`config.mk`:
```
export PLATFORM = sky130hd
export DESIGN_NAME = tt_um_hoene_protocol_tracker
export DESIGN_NICKNAME = d
export VERILOG_FILES = /design/src/rtl/tt_um_hoene_protocol_pkg.sv /design/src/rtl/tt_um_hoene_word_shifter.sv /design/src/rtl/tt_um_hoene_protocol_tracker.sv
export SDC_FILE = /design/constraint.sdc
export NUM_CORES = 1
export LEC_CHECK = 0
export ABC_AREA = 1
export BUFFER_PORTS_ARGS = -buffer_cell sky130_fd_sc_hd__buf_4
export CAP_MARGIN = 5
export CORE_ASPECT_RATIO = 2
export CORE_MARGIN = 1.5
export CORE_UTILIZATION = 50
export CTS_CLUSTER_SIZE = 28
export DETAILED_ROUTE_END_ITERATION = 8
export PLACE_DENSITY = 0.77
export SYNTH_ARGS = -nofsm -noshare
export SYNTH_HDL_FRONTEND = slang
export SYNTH_HIERARCHICAL = 1
export SYNTH_SLANG_ARGS = --single-unit
```
`constraint.sdc`:
```
create_clock -name clk -period 1.62 [get_ports clk]
set_input_delay 0.324 -clock clk [delete_from_list [all_inputs] [get_ports clk]]
set_output_delay 0.324 -clock clk [all_outputs]
set_load 0.02 [all_outputs]
```
`src/rtl/tt_um_hoene_protocol_pkg.sv`:
```
// Shared definitions for the serial LED stream frame tracker.
// Holds the forwarding mode constants and the tracker FSM state encoding.
// No ports; imported by the tracker top and its word shifter.
package tt_um_hoene_protocol_pkg;

  // Forwarding modes; the fourth encoding is reserved and treated as pass.
  localparam logic [1:0] MODE_PASS    = 2'd0;
  localparam logic [1:0] MODE_CONSUME = 2'd1;
  localparam logic [1:0] MODE_REPLACE = 2'd2;

  // Tracker FSM: waiting for a frame, counting words, or saturated.
  typedef enum logic [1:0] {
    ST_IDLE = 2'd0,
    ST_RUN  = 2'd1,
    ST_SAT  = 2'd2
  } state_t;

endpackage

```
`src/rtl/tt_um_hoene_word_shifter.sv`:
```
// MSB-first capture of the LED word addressed to this device.
// Ports:
//   clk, rst_n   global clock, asynchronous active-low reset
//   clear        synchronous clear of the shift register and valid pulse
//   enable       strobed bit belongs to the own word
//   last         current bit is the final bit of the word
//   bit_in       stream bit
//   led_word     last completely captured word (held across frames)
//   led_valid    one-cycle pulse when led_word is updated
module tt_um_hoene_word_shifter
  import tt_um_hoene_protocol_pkg::*;
#(
  parameter int BITS_PER_LED = 32
) (
  input  logic                    clk,
  input  logic                    rst_n,
  input  logic                    clear,
  input  logic                    enable,
  input  logic                    last,
  input  logic                    bit_in,
  output logic [BITS_PER_LED-1:0] led_word,
  output logic                    led_valid
);

  logic [BITS_PER_LED-2:0] shift_reg;
  logic [BITS_PER_LED-1:0] shifted;

  // The incoming bit completes the word together with the bits collected so
  // far, so only BITS_PER_LED-1 bits ever need to be stored.
  assign shifted = {shift_reg, bit_in};

  // Shift on every own-word strobe and load the output register on the final
  // bit. A frame abort clears the partial word but leaves led_word untouched,
  // so a truncated word never reaches the output.
  always_ff @(posedge clk or negedge rst_n) begin
    if (!rst_n) begin
      shift_reg <= '0;
      led_word  <= '0;
      led_valid <= 1'b0;
    end else if (clear) begin
      shift_reg <= '0;
      led_valid <= 1'b0;
    end else begin
      led_valid <= enable && last;
      if (enable) begin
        shift_reg <= shifted[BITS_PER_LED-2:0];
        if (last) begin
          led_word <= shifted;
        end
      end
    end
  end

endmodule

```
`src/rtl/tt_um_hoene_protocol_tracker.sv`:
```
// Frame tracker for the serial LED stream. Counts bits and words inside a
// frame, captures the own word and forwards the stream one cycle later with
// the own word passed, removed or replaced. Saturating the word counter puts
// the block into test mode for the rest of the frame.
// Ports:
//   clk, rst_n                 global clock, asynchronous active-low reset
//   in_clk, in_data, in_sync   synchronised bit strobe, bit, frame active
//   sel_index, mode            own word index and forwarding mode (latched in IDLE)
//   replace_word               word sent MSB first in place of the own word
//   bit_counter, led_counter   position within the frame
//   test_mode                  word counter saturated in this frame
//   led_word, led_valid        captured own word and its update pulse
//   out_data, out_clk          registered forwarded stream
module tt_um_hoene_protocol_tracker
  import tt_um_hoene_protocol_pkg::*;
#(
  parameter int BITS_PER_LED = 32,
  parameter int LED_CNT_W    = 12,
  parameter int BIT_CNT_W    = $clog2(BITS_PER_LED)
) (
  input  logic                    clk,
  input  logic                    rst_n,
  input  logic                    in_clk,
  input  logic                    in_data,
  input  logic                    in_sync,
  input  logic [LED_CNT_W-1:0]    sel_index,
  input  logic [1:0]              mode,
  input  logic [BITS_PER_LED-1:0] replace_word,
  output logic [BIT_CNT_W-1:0]    bit_counter,
  output logic [LED_CNT_W-1:0]    led_counter,
  output logic                    test_mode,
  output logic [BITS_PER_LED-1:0] led_word,
  output logic                    led_valid,
  output logic                    out_data,
  output logic                    out_clk
);

  localparam logic [BIT_CNT_W-1:0] LAST_BIT = BIT_CNT_W'(BITS_PER_LED - 1);

  state_t                  state;
  state_t                  state_next;
  logic [LED_CNT_W-1:0]    sel_q;
  logic [1:0]              mode_q;
  logic                    strobe;
  logic                    word_end;
  logic                    led_max;
  logic                    own_word;
  logic                    fwd_clk;
  logic                    fwd_data;
  logic [BITS_PER_LED-1:0] replace_rev;

  assign word_end = (bit_counter == LAST_BIT);
  assign led_max  = &led_counter;
  assign strobe   = in_sync && in_clk && (state == ST_RUN);
  assign own_word = (state == ST_RUN) && (sel_q == led_counter);

  // Bit-reversed copy so the replacement bit can be picked directly with the
  // bit counter while still sending the word MSB first.
  always_comb begin
    replace_rev = '0;
    for (int i = 0; i < BITS_PER_LED; i++) begin
      replace_rev[i] = replace_word[BITS_PER_LED-1-i];
    end
  end

  // FSM state register.
  always_ff @(posedge clk or negedge rst_n) begin
    if (!rst_n) begin
      state <= ST_IDLE;
    end else begin
      state <= state_next;
    end
  end

  // Next-state logic and forwarding mux. Dropping in_sync always returns to
  // IDLE. Only RUN can produce an own word, so SAT forwards as pass.
  always_comb begin
    state_next = state;
    fwd_clk    = in_clk;
    fwd_data   = in_data;
    case (state)
      ST_IDLE: state_next = ST_RUN;
      ST_RUN:  if (strobe && word_end && led_max) state_next = ST_SAT;
      ST_SAT:  state_next = ST_SAT;
      default: state_next = ST_IDLE;
    endcase
    if (!in_sync) begin
      state_next = ST_IDLE;
    end
    if (own_word) begin
      case (mode_q)
        MODE_CONSUME: begin
          fwd_clk  = 1'b0;
          fwd_data = 1'b0;
        end
        MODE_REPLACE: fwd_data = replace_rev[bit_counter];
        default: ;
      endcase
    end
  end

  // Index and mode follow the inputs only between frames, so a change during
  // a frame takes effect on the next one.
  always_ff @(posedge clk or negedge rst_n) begin
    if (!rst_n) begin
      sel_q  <= '0;
      mode_q <= MODE_PASS;
    end else if (state == ST_IDLE) begin
      sel_q  <= sel_index;
      mode_q <= mode;
    end
  end

  // Frame counters, test mode flag and registered forwarding. On saturation
  // the bit counter still wraps but the word counter holds at all-ones.
  always_ff @(posedge clk or negedge rst_n) begin
    if (!rst_n) begin
      bit_counter <= '0;
      led_counter <= '0;
      test_mode   <= 1'b0;
      out_clk     <= 1'b0;
      out_data    <= 1'b0;
    end else if (!in_sync) begin
      bit_counter <= '0;
      led_counter <= '0;
      test_mode   <= 1'b0;
      out_clk     <= 1'b0;
      out_data    <= 1'b0;
    end else begin
      out_clk  <= fwd_clk;
      out_data <= fwd_data;
      if (strobe) begin
        if (word_end) begin
          bit_counter <= '0;
          if (led_max) begin
            test_mode <= 1'b1;
          end else begin
            led_counter <= led_counter + LED_CNT_W'(1);
          end
        end else begin
          bit_counter <= bit_counter + BIT_CNT_W'(1);
        end
      end
    end
  end

  tt_um_hoene_word_shifter #(
    .BITS_PER_LED(BITS_PER_LED)
  ) u_shifter (
    .clk      (clk),
    .rst_n    (rst_n),
    .clear    (!in_sync),
    .enable   (strobe && own_word),
    .last     (word_end),
    .bit_in   (in_data),
    .led_word (led_word),
    .led_valid(led_valid)
  );

endmodule
```
Word-level counts from Yosys, hierarchy flattened
Index checks and enable logic that the tools add are counted.
{"block": "word_totals", "regBits": 100, "inputBits": 51, "out_inout_bits": 53, "word_cells": 63}
{"block": "op_classes", "add_sub_neg": 2, "magnitude_cmp": 1, "eq_ne": 12, "n_mux": 25, "reduce_logical": 12}
{"operator": "$mux W31", "count": 2}
{"operator": "$mux W12", "count": 4}
{"operator": "$mux W5", "count": 3}
{"operator": "$add A12 B1 Y12 const B", "count": 1}
{"operator": "$eq A12 B12 Y1", "count": 1}
{"operator": "$reduce_and A12 Y1", "count": 1}
{"operator": "$mux W1", "count": 11}
{"operator": "$reduce_and A3 Y1", "count": 3}
{"operator": "$ne A2 B1 Y1 const B", "count": 4}
{"operator": "$logic_and A1 B1 Y1", "count": 7}
{"operator": "$lt A5 B6 Y1 const B", "count": 1}
{"operator": "$pmux W2 S3", "count": 1}
{"operator": "$add A5 B1 Y5 const B", "count": 1}
{"operator": "$bmux W1 S5", "count": 1}
{"operator": "$eq A5 B5 Y1 const B", "count": 1}
{"operator": "$eq A2 B1 Y1 const B", "count": 2}
{"operator": "$eq A2 B2 Y1 const B", "count": 2}
{"operator": "$mux W2", "count": 2}
{"operator": "$ne A3 B2 Y1 const B", "count": 1}
{"operator": "$logic_not A2 Y1", "count": 1}
{"operator": "$ne A2 B2 Y1 const B", "count": 1}
{"operator": "$pmux W1 S2", "count": 1}

Longest topological paths before layout
{"block": "depth", "ltp_word": 7, "ltp_mapped": 12, "mapped_depth_nobuf": 12}

Hierarchy
The synthesis kept the hierarchy.
{"mod": "tt_um_hoene_word_shifter", "n_inst": 1, "cells_each": 280, "area_each_um2": 2553.7, "seq_area_each_um2": 1601.5}
{"mod": "tt_um_hoene_protocol_tracker", "n_inst": 1, "cells_each": 357, "area_each_um2": 2463.6, "seq_area_each_um2": 900.9}

Least setup slack after synthesis
OpenSTA, ideal clock, no wires.
{"block": "synth_timing", "path_kind": "register to register", "start": "register bit_counter[0]", "end": "register led_counter[4]", "setup_time_ns": 0.124, "arrival_time_ns": 1.731, "required_time_ns": 1.496, "slack_ns": -0.235, "stages_incl_launch_ff": 12, "path_buffers": 0, "period_less_slack_ns": 1.855, "path_cell_list": "dfrtp_1 > ha_1 > nand2_1 > nor2_1 > ha_1 > inv_1 > nor2_2 > inv_2 > a21oi_4 > nand2_1 > o21ai_0 > a21oi_1"}
{"block": "synth_via", "elab_chain_len": 3}
{"item": "start: declaration", "line_no": "tt_um_hoene_protocol_tracker.sv:29", "text": "output logic [BIT_CNT_W-1:0] bit_counter,"}
{"item": "start signal: assignment", "line_no": "tt_um_hoene_protocol_tracker.sv:141", "text": "bit_counter <= bit_counter + BIT_CNT_W'(1);"}
{"item": "$eq A5 B5 Y1", "line_no": "tt_um_hoene_protocol_tracker.sv:52", "text": "assign word_end = (bit_counter == LAST_BIT);"}
{"item": "net word_end", "line_no": "tt_um_hoene_protocol_tracker.sv:45", "text": "logic word_end;"}
{"item": "$ne A2 B1 Y1 (no line)"}
{"item": "$reduce_and A3 Y1 (no line)"}
{"item": "end signal: assignment", "line_no": "tt_um_hoene_protocol_tracker.sv:138", "text": "led_counter <= led_counter + LED_CNT_W'(1);"}
{"item": "end: declaration", "line_no": "tt_um_hoene_protocol_tracker.sv:30", "text": "output logic [LED_CNT_W-1:0] led_counter,"}
The timed path passes the listed nets, and every way through them passes these cells.
A chain may end at the register's enable or synchronous reset.

Worst setup path after layout
{"block": "layout_timing", "start": "register led_counter[4]", "end": "register u_shifter.led_word[28]"}
{"block": "layout_via", "elab_chain_len": 4}
{"item": "$eq A12 B12 Y1", "line_no": "tt_um_hoene_protocol_tracker.sv:55", "text": "assign own_word = (state == ST_RUN) && (sel_q == led_counter);"}
{"item": "$logic_and A1 B1 Y1", "line_no": "tt_um_hoene_protocol_tracker.sv:55"}
{"item": "$logic_and A1 B1 Y1", "line_no": "tt_um_hoene_protocol_tracker.sv:153", "text": ".enable (strobe && own_word),"}
{"item": "$reduce_and A3 Y1 (no line)"}
{"item": "end signal: assignment", "line_no": "tt_um_hoene_word_shifter.sv:48", "text": "led_word <= shifted;"}
{"item": "end: declaration", "line_no": "tt_um_hoene_word_shifter.sv:21", "text": "output logic [BITS_PER_LED-1:0] led_word,"}
Every way passes these cells.

==> out/results.ini <==
[status]
status = complete, but fails checks
violations = setup timing

[clock_network]
numCtsBuffers = 9
ctsHtreeMaxLevel = 3
cts.root.buffer_cell = clkbuf_16
cts_tree = built
cts.clk_slew.worst_paths_ns = 0.07
clock-sinks = 100
clockBufferDepth = 2
clk_latency_ns = 0.35

[finish]
final_util_pct = 78.2
n_fill_cell = 694
layout-drive-gt1-share_pct = 38.8
largest_reg_flops = 32
num_antenna_cells = 0
syn_to_final_growth_pct = 52.2
fin_nets = 901

[timing]
fin_skew_ns = 0.0104
rsz0062_at_grt = true
slew_headroom_pct = 68.4
finalHoldViolations = 0
finalSetupViolCount = 80
clock.fmax_mhz = 507
worst_slew_pin_slew_ns = 0.474
fin_crit_sh_pct = 122
slew_violations = 0
fin_setup_tns_ns = -22.05
fin_ws_ns = -0.354
finalCriticalPeriod_ns = 1.97

[logic_synthesis]
synth_cell_types = 35
synth-seq-area-share_pct = 49.9
synthesis.nets = 695
yosysWarnings = 6
synthMuxAreaShare_pct = 0.673
synth_top_family_by_area = simple AND/OR/NAND/NOR gates
synth_compound_area_share_pct = 4.59
synth_fa_ha_area_share_pct = 1.75
synth_simple_gate_area_share_pct = 33.7
synth-xor-area-share_pct = 1.22
ys_ff_latch = 100
syn_inst = 637
avgSynthCellArea_um2 = 7.88
netlist_area_mm2 = 0.00502

[grt]
grt_max_degree = 64
grt.overflow.total = 0
first_global_vias = 5163
antenna_found_initial = 0
grt_pass1_wl_mm = 23.9
grt_use_total_pct = 29.7

[floorplanning]
die-width_um = 73.8
rows = 51
die_height_um = 145
dieArea_mm2 = 0.0107
start_util_pct = 51.4
ios = 104
fp.coreArea_mm2 = 0.00976

[route]
drt_wl_total_mm = 15.9
viasPerCell = 5.35
ant_nets = 0
num_vias = 5242
drtIter0Drc = 548
first_pass_iters = 5
drc = 0
avgRoutedWirePerCell_um = 16.2

[critical_path]
cpPeakStageDelay_ns = 0.46
crit_chain = xnor2_2, nand4_1, nor3_2, nand2_1, nor2_4, buf_6, nand3_4, buf_12, nand2_1, nand2_1
slowest_stage = dfrtp_2
timing.critical_path.mode_cell = nand2_1
rrSetupSlack_ns = -0.35
arrival_ns = 2.20
start_kind = register
crit_type = register to register
cp-end-kind = register
crit_required_ns = 1.85
crit_fanout = 17

[flow_run]
drv_cap = 0

[min_path]
hold_path.class = input port to register

[placed_design]
numPortBuffers = 103
pre_cts_slack_ns = -0.520
hpwl_mm = 10.3
gp_congestion = 0.909

[power]
p_per_area_mw_per_mm2 = 940
p_leak_nw = 4.16
irDropWorstVdd_mv = 0.893

## cell type report
cell class                      count  area, µm²  area share (%)
Clock buffer                       10        229            3.00
Clock inverter                      6       56.3           0.737
Inverter                           70        275            3.61
Multi-Input combinational cell    436       2410            31.6
Sequential cell                   100       2520            33.0
Tap cell                          132        165            2.16
Timing Repair Buffer              226       1980            26.0
## logic make-up (layout without fill, tap and decap cells)
kind of cell / after synthesis / count (layout)
flops: 100 / 100
simple gates: 378 / 379
compound gates: 40 / 40
xor+xnor: 7 / 7
buf+inv: 102 / 312
fa+ha+maj: 7 / 7
mux: 3 / 3
## report_power, final
| group | switching (mW) | leakage, nW | internal [mW] | total, mW |
|---|---|---|---|---|
| registers | 0.148 | 1.35 | 2.71 | 2.86 |
| clock network | 0.995 | 0.137 | 1.08 | 2.07 |
| logic | 1.14 | 2.67 | 1.11 | 2.25 |
| total | 2.28 | 4.16 | 4.90 | 7.18 |
## path summary, 6_finish.rpt
kind | cells after the start | startpoint | endpoint
worst max-delay path | 10 | led_counter[4] | u_shifter/led_word[28]
worst min-delay path | 3 | sel_index[1] | sel_q[1]
worst max register to register | 10 | led_counter[4] | u_shifter/led_word[28]
worst min register to register | 2 | u_shifter/led_word[1] | u_shifter/led_word[1]
max in group asynchronous | 3 | rst_n | led_counter[8]
min in group asynchronous | 2 | rst_n | u_shifter/shift_reg[2]
## layout by cell type, fill, tap and decap left out, types with 9 or more instances in the layout
master       n
dfrtp_1     89
o21ai_0     15
nand2_2     13
buf_4      189
nor2_1      12
buf_12       9
clkbuf_16   12
buf_6       21
nand3_2     10
dfrtp_2     11
nand3_1     62
inv_1       61
nand4_1     36
nand2_1    210
## timing repair
item | CTS | global route
buffers inserted | 22 | 21
resized for setup | 63 | 45
gates cloned | 5 | 3
setup endpoints to repair | 80 | 82
hold buffers | 1 | 0
hold endpoints to repair | 25 | 0
pin swaps | 28 | 36
## metrics by stage
step                area, µm²  total power, mW  std cells  hold slack (ns)
global route             7630             7.58        980            0.176
floorplan                5060             3.81        637           0.0284
global placement         6490             4.63        918            0.306
finish                   7630             7.18        980            0.183
detailed placement       6490             4.70        918            0.307
CTS                      7290             6.97        961            0.173
## worst max-delay path, delay by kind of cell, from the launching register on
family	cells	cell delay, ns
XOR/XNOR	1	0.18
buffers and inverters	2	0.33
flip-flops	1	0.46
AND/OR/NAND/NOR	7	0.87
## cell usage after synthesis (all sizes together)
| library cell | n | area [µm²] |
|---|---|---|
| a21oi | 7 | 46.3 |
| buf | 18 | 90.1 |
| clkbuf | 14 | 56.3 |
| clkinv | 1 | 3.75 |
| dfrtp | 100 | 2500 |
| ha | 7 | 87.6 |
| inv | 69 | 259 |
| mux2 | 3 | 33.8 |
| nand2 | 230 | 883 |
| nand3 | 74 | 375 |
| nand3b | 2 | 15.0 |
| nand4 | 36 | 225 |
| nor2 | 23 | 118 |
| nor3 | 8 | 45.0 |
| nor4 | 1 | 6.26 |
| o2111ai | 1 | 8.76 |
| o211ai | 3 | 22.5 |
| o21a | 1 | 7.51 |
| o21ai | 26 | 130 |
| o22ai | 1 | 6.26 |
| o2bb2ai | 1 | 8.76 |
| or2 | 4 | 25.0 |
| xnor2 | 3 | 26.3 |
| xor2 | 4 | 35.0 |
## per-layer routing
layer / track usage (%) / up-vias / wire length (µm)
met5: 0 / - / 0
met3: 4.43 / 40 / 671
met1: 30.7 / 2511 / 5540
li1: - / 2466 / -
met2: 55.6 / 225 / 9040
met4: 15.7 / 0 / 625
Power figures use the tool's default switching activity.
